File: src/rtl/scc_bus_initiator.sv
// Bus-side initiator for the SCC core: turns valid/ready register commands into
// timed wrreq/rdreq access windows and returns one response pulse per command.
module scc_bus_initiator #(
  parameter int ACCESS_CYCLES = 4,
  parameter int IDLE_CYCLES   = 2
) (
  input  logic        clk,
  input  logic        reset,
  input  logic        cmd_valid,
  output logic        cmd_ready,
  input  logic        cmd_write,
  input  logic [14:0] cmd_address,
  input  logic [7:0]  cmd_data,
  output logic        rsp_valid,
  output logic        rsp_write,
  output logic [7:0]  rsp_data,
  output logic        busy,
  output logic        wrreq,
  output logic        rdreq,
  output logic        wr_active,
  output logic        rd_active,
  output logic [14:0] a,
  output logic [7:0]  d,
  input  logic [7:0]  q
);

  typedef enum logic [1:0] {
    ST_IDLE    = 2'd0,
    ST_ACCESS  = 2'd1,
    ST_RECOVER = 2'd2
  } state_e;

  localparam logic [7:0] ACC_LOAD   = 8'(ACCESS_CYCLES - 1);
  localparam logic [7:0] REC_LOAD   = 8'(IDLE_CYCLES - 1);
  localparam bit         NO_RECOVER = (IDLE_CYCLES == 0);

  state_e      state_q, state_d;
  logic [7:0]  cnt_q, cnt_d;
  logic        wr_q, wr_d;
  logic [14:0] a_q, a_d;
  logic [7:0]  d_q, d_d;
  logic        wrreq_q, wrreq_d;
  logic        rdreq_q, rdreq_d;
  logic        wr_active_q, wr_active_d;
  logic        rd_active_q, rd_active_d;
  logic        rsp_valid_q, rsp_valid_d;
  logic        rsp_write_q, rsp_write_d;
  logic [7:0]  rsp_data_q, rsp_data_d;
  logic        busy_q, busy_d;
  logic        accept_s;

  assign cmd_ready = (state_q == ST_IDLE) && !reset;
  assign accept_s  = cmd_valid && cmd_ready;

  // Next-state and next-output decode for the access sequencer.
  always_comb begin
    state_d     = state_q;
    cnt_d       = cnt_q;
    wr_d        = wr_q;
    a_d         = a_q;
    d_d         = d_q;
    wrreq_d     = 1'b0;
    rdreq_d     = 1'b0;
    wr_active_d = wr_active_q;
    rd_active_d = rd_active_q;
    rsp_valid_d = 1'b0;
    rsp_write_d = 1'b0;
    rsp_data_d  = 8'h00;
    case (state_q)
      ST_IDLE: begin
        if (accept_s) begin
          state_d     = ST_ACCESS;
          cnt_d       = ACC_LOAD;
          wr_d        = cmd_write;
          a_d         = cmd_address;
          d_d         = cmd_write ? cmd_data : 8'h00;
          wrreq_d     = cmd_write;
          rdreq_d     = !cmd_write;
          wr_active_d = cmd_write;
          rd_active_d = !cmd_write;
        end else begin
          wr_active_d = 1'b0;
          rd_active_d = 1'b0;
        end
      end
      ST_ACCESS: begin
        if (cnt_q == 8'd0) begin
          // Last window cycle: capture q at this edge, response shows next cycle.
          rsp_valid_d = 1'b1;
          rsp_write_d = wr_q;
          rsp_data_d  = wr_q ? 8'h00 : q;
          wr_active_d = 1'b0;
          rd_active_d = 1'b0;
          d_d         = 8'h00;
          if (NO_RECOVER) begin
            state_d = ST_IDLE;
            cnt_d   = 8'd0;
          end else begin
            state_d = ST_RECOVER;
            cnt_d   = REC_LOAD;
          end
        end else begin
          cnt_d = cnt_q - 8'd1;
        end
      end
      ST_RECOVER: begin
        wr_active_d = 1'b0;
        rd_active_d = 1'b0;
        d_d         = 8'h00;
        if (cnt_q == 8'd0) begin
          state_d = ST_IDLE;
        end else begin
          cnt_d = cnt_q - 8'd1;
        end
      end
      default: begin
        state_d     = ST_IDLE;
        cnt_d       = 8'd0;
        wr_active_d = 1'b0;
        rd_active_d = 1'b0;
        d_d         = 8'h00;
      end
    endcase
    busy_d = (state_d != ST_IDLE);
  end

  // State and registered-output flops; reset aborts any access in flight.
  always_ff @(posedge clk) begin
    if (reset) begin
      state_q     <= ST_IDLE;
      cnt_q       <= 8'd0;
      wr_q        <= 1'b0;
      a_q         <= 15'h0000;
      d_q         <= 8'h00;
      wrreq_q     <= 1'b0;
      rdreq_q     <= 1'b0;
      wr_active_q <= 1'b0;
      rd_active_q <= 1'b0;
      rsp_valid_q <= 1'b0;
      rsp_write_q <= 1'b0;
      rsp_data_q  <= 8'h00;
      busy_q      <= 1'b0;
    end else begin
      state_q     <= state_d;
      cnt_q       <= cnt_d;
      wr_q        <= wr_d;
      a_q         <= a_d;
      d_q         <= d_d;
      wrreq_q     <= wrreq_d;
      rdreq_q     <= rdreq_d;
      wr_active_q <= wr_active_d;
      rd_active_q <= rd_active_d;
      rsp_valid_q <= rsp_valid_d;
      rsp_write_q <= rsp_write_d;
      rsp_data_q  <= rsp_data_d;
      busy_q      <= busy_d;
    end
  end

  assign rsp_valid = rsp_valid_q;
  assign rsp_write = rsp_write_q;
  assign rsp_data  = rsp_data_q;
  assign busy      = busy_q;
  assign wrreq     = wrreq_q;
  assign rdreq     = rdreq_q;
  assign wr_active = wr_active_q;
  assign rd_active = rd_active_q;
  assign a         = a_q;
  assign d         = d_q;

endmodule

File: config.mk
export PLATFORM = sky130hd
export DESIGN_NAME = scc_bus_initiator
export DESIGN_NICKNAME = d
export VERILOG_FILES = /design/src/rtl/scc_bus_initiator.sv
export SDC_FILE = /design/constraint.sdc
export NUM_CORES = 1
export LEC_CHECK = 0
export ABC_CLOCK_PERIOD_IN_PS = 2320
export BUFFER_PORTS_ARGS = -buffer_cell sky130_fd_sc_hd__buf_2
export CORE_ASPECT_RATIO = 0.75
export CORE_MARGIN = 8
export CORE_UTILIZATION = 40
export CTS_BUF_LIST = sky130_fd_sc_hd__clkbuf_4 sky130_fd_sc_hd__clkbuf_8
export DETAILED_ROUTE_END_ITERATION = 6
export PLACE_DENSITY_LB_ADDON = 0.2
export SLEW_MARGIN = 20
export SYNTH_ARGS = -nofsm -noshare
export SYNTH_HDL_FRONTEND = slang
export SYNTH_SLANG_ARGS = --single-unit
File: constraint.sdc
create_clock -name clk -period 2.32 [get_ports clk]
set_input_delay 0.464 -clock clk [delete_from_list [all_inputs] [get_ports clk]]
set_output_delay 0.464 -clock clk [all_outputs]
set_load 0.01 [all_outputs]
==> summary.md <==
| Metric | Value |
|---|---|
| Status | finished, final reports clean |
| Count leader, synth | dfxtp_1 |
| Fraction of registers with async set/reset | 0 |
| Util after Layout | 0.528 |
| Die height | 78.1 um |
| Leak | 1.22 nW |
| Final Power | 2.86 mW |
| Peak VDD IR | 0.000496 V |
| Slew @ Worst Pin | 0.719 ns |
| Reg2reg end | cnt_q[4] |
| Mapped Cells | 223 |
| Row count | 22 |
| R2R Setup Slk | 0.49 ns |
| Final setup violation count | 0 |
| Nets | 335 |
| Via density | 4.93 |
| Met2 wire len | 2080 um |
| GRT Total Usage | 0.129 |
| Max Cap Viol | 0 |
| Die area | 7710 sq um |
| Sw power | 1.10 mW |
| Reg clk slew, reported paths | 0.09 ns |
| R2R depth | 6 |
| Root buffer cell | clkbuf_8 |
| Flops & latches, synth | 49 |
| Synth top cells by count | dfxtp_1 (49), nand2_1 (21), nand2b_1 (17) |
| Dominant synthesized flop cell | dfxtp_1 |
| Antenna violations before repair | 0 |
| Vias in the first global route | 1,815 |
| Final setup TNS | 0 ns |
| Hold Crit Class | input port to register |
| Crit start category | register |
| Area occupied by multi-input gates | 998 sq um |
| Clk pwr share | 0.190 |
| Seq/Total Area, Yosys | 0.477 |
| Max Slew Vio Count | 0 |
| GRT overflow | 0 |
| # DRC | 0 |
| DR pass1 iterations | 4 |
| Placer congestion estimate | 0.813 |
| CP required | 2.56 ns |
| Yosys top cell by area | dfxtp_1 |
| Core ar. | 4930 sq um |
| CTS H-tree depth | 2 |
| Port Buffer Count | 73 |
| CP Capture Type | register |
| Max FO, Critical Path | 6 |
| WS Path Type | register to register |
| Post-DRT Antenna Nets | 0 |
| Register area | 981 sq um |
| Pwr dens | 1100 nW/um^2 |
| Hold Path Sink | a[1] |
| Clk_lat worst skew | 0.30 ns |
| Synth Cell Area | 2060 sq um |
| Final number of hold-violating endpoints | 0 |
| Slew margin rel. | 0.519 |
| Post-synth EDFFs | 0 |
| Final wirelength | 4910 um |
| First-pass GRT wire length | 8140 um |
| Share of the synthesized area in the top cell type | 0.477 |
| Switching Share | 0.386 |
| Hpwl dp | 3600 um |
| CTS Sinks | 49 |
| Post-CTS setup buffer count | 0 |
| Average wire per cell in the routed design | 13.7 um |
| Internal | 1.76 mW |
| Net Count, Synth | 260 |
| Die Wd | 98.8 um |
| Clock skew | 0.00544 ns |
| WL met3 | 351 um |
| Worst hold stages | 3 |
| Fill cells | 470 |
| Reg-to-Reg Start | cnt_q[0] |
| Minimum clock period after layout | 1.83 ns |
| Worst Path Arrival | 2.06 ns |
| Highest metal used | met4 |
| Synth unique cells | 46 |
| Combinational power share | 0.422 |
| Hold_buf cts | 0 |
| Initial Utilization | 0.417 |
| Layout cell share with drive strength beyond 1 | 0.331 |
| CTS buffer count | 5 |
| HP Start | cmd_address[1] |
| Via Count | 1,769 |
| Diode count | 0 |
| Initial DRC count | 98 |
| P&R area growth vs syn | 26.5% |
| Max Freq | 548 MHz |
| Yosys Warn Count | 0 |
| Largest net degree at the start of global routing | 31 |
| RSZ-0062 raised after global routing | no |
| Syn_area_per_cell | 9.22 sq um |
| Synth top area cells | dfxtp_1 (48%), nand2b_1 (5.2%), mux2i_1 (3.9%), nand2_1 (3.8%), a21oi_1 (2.9%) |
| Maximum root-to-sink buffer count | 2 |
| Num ports | 74 |
| Post-cts gate resize count | 0 |
| Reg power frac | 0.388 |
| Post-Route M1 WL | 2400 um |
| Period utilization | 0.787 |
| CTS tree | yes |
## routing by layer
metal  track usage  up-vias
met5             0        -
met4        0.0519        0
met3        0.0617        6
met2         0.200       43
met1         0.151      797
li1              -      923
## layout by cell type (no fill, tap or decap), drive strengths merged
cell	n
a211o	2
a211oi	1
a21o	1
a21oi	12
a221oi	1
a2bb2oi	1
a311o	1
a31oi	1
a41oi	1
and2	9
and3	8
buf	81
clkbuf	6
clkinvlp	1
dfxtp	49
ha	2
inv	7
mux2i	8
nand2	21
nand2b	18
nand3	4
nor2	16
nor2b	1
nor3	5
nor3b	1
nor4	4
nor4b	1
o21ai	21
o21ba	1
o21bai	1
o31a	1
o31ai	2
o41ai	1
or2	1
or3	3
or3b	1
or4	3
or4b	1
## cell type report
| type | count | share of cell area |
|---|---|---|
| Inverter | 6 | 0.00866 |
| Tap cell | 60 | 0.0289 |
| Sequential cell | 49 | 0.377 |
| Timing Repair Buffer | 81 | 0.164 |
| Clock inverter | 2 | 0.00625 |
| Multi-Input combinational cell | 155 | 0.384 |
| Clock buffer | 6 | 0.0317 |
## worst max path at each step
stage | startpoint | endpoint | slack, ns
after floorplan | reset | cnt_q[3] | 0.62
after global routing | cnt_q[0] | d[1] | 0.38
final | cnt_q[0] | cnt_q[4] | 0.49
after global placement | reset | cnt_q[3] | 0.46
after CTS | cnt_q[0] | cnt_q[4] | 0.49
after detailed placement | reset | d[1] | 0.42
## metrics by stage
step | cells | hold slack, ns | setup WS [ns] | instance area, sq um
3_3_place_gp | 351 | 0.451 | 0.462 | 2500
2_1_floorplan | 223 | 0.478 | 0.617 | 2060
6_report | 359 | 0.345 | 0.495 | 2600
3_5_place_dp | 351 | 0.454 | 0.421 | 2500
4_1_cts | 359 | 0.336 | 0.485 | 2600
5_1_grt | 359 | 0.335 | 0.376 | 2600
## power groups by stage
stage	sequential, mW	clock (mW)	combinational [mW]
finish	1.11	0.544	1.21
CTS	1.11	0.561	1.22
detailed placement	1.13	0	1.21
global route	1.13	0.595	1.34
floorplan	1.16	0	0.838
global placement	1.13	0	1.20
## cells by family after synthesis
kind of cell / Yosys count / share of synthesized area
simple gates: 97 / 0.284
fa+ha+maj: 2 / 0.0122
compound gates: 48 / 0.147
mux: 8 / 0.0390
flops: 49 / 0.477
buf+inv: 19 / 0.0414
## sequential cells by signal (all words and copies together) (netlist names)
| register | count |
|---|---|
| a | 15 |
| rsp_data | 8 |
| wr_q | 1 |
| state_q | 2 |
| wr_active | 1 |
| busy | 1 |
| rsp_write | 1 |
| rd_active | 1 |
| d | 8 |
| wrreq | 1 |
| cnt_q | 8 |
| rdreq | 1 |
| rsp_valid | 1 |
## worst max-delay path: stages (launching register included)
cell and delay, ns:
dfxtp_1 0.39, inv_1 0.09, ha_1 0.21, or3b_1 0.32, nor3_4 0.10, or4b_1 0.51
a21oi_1 0.15
Power figures use the tool's default switching activity.
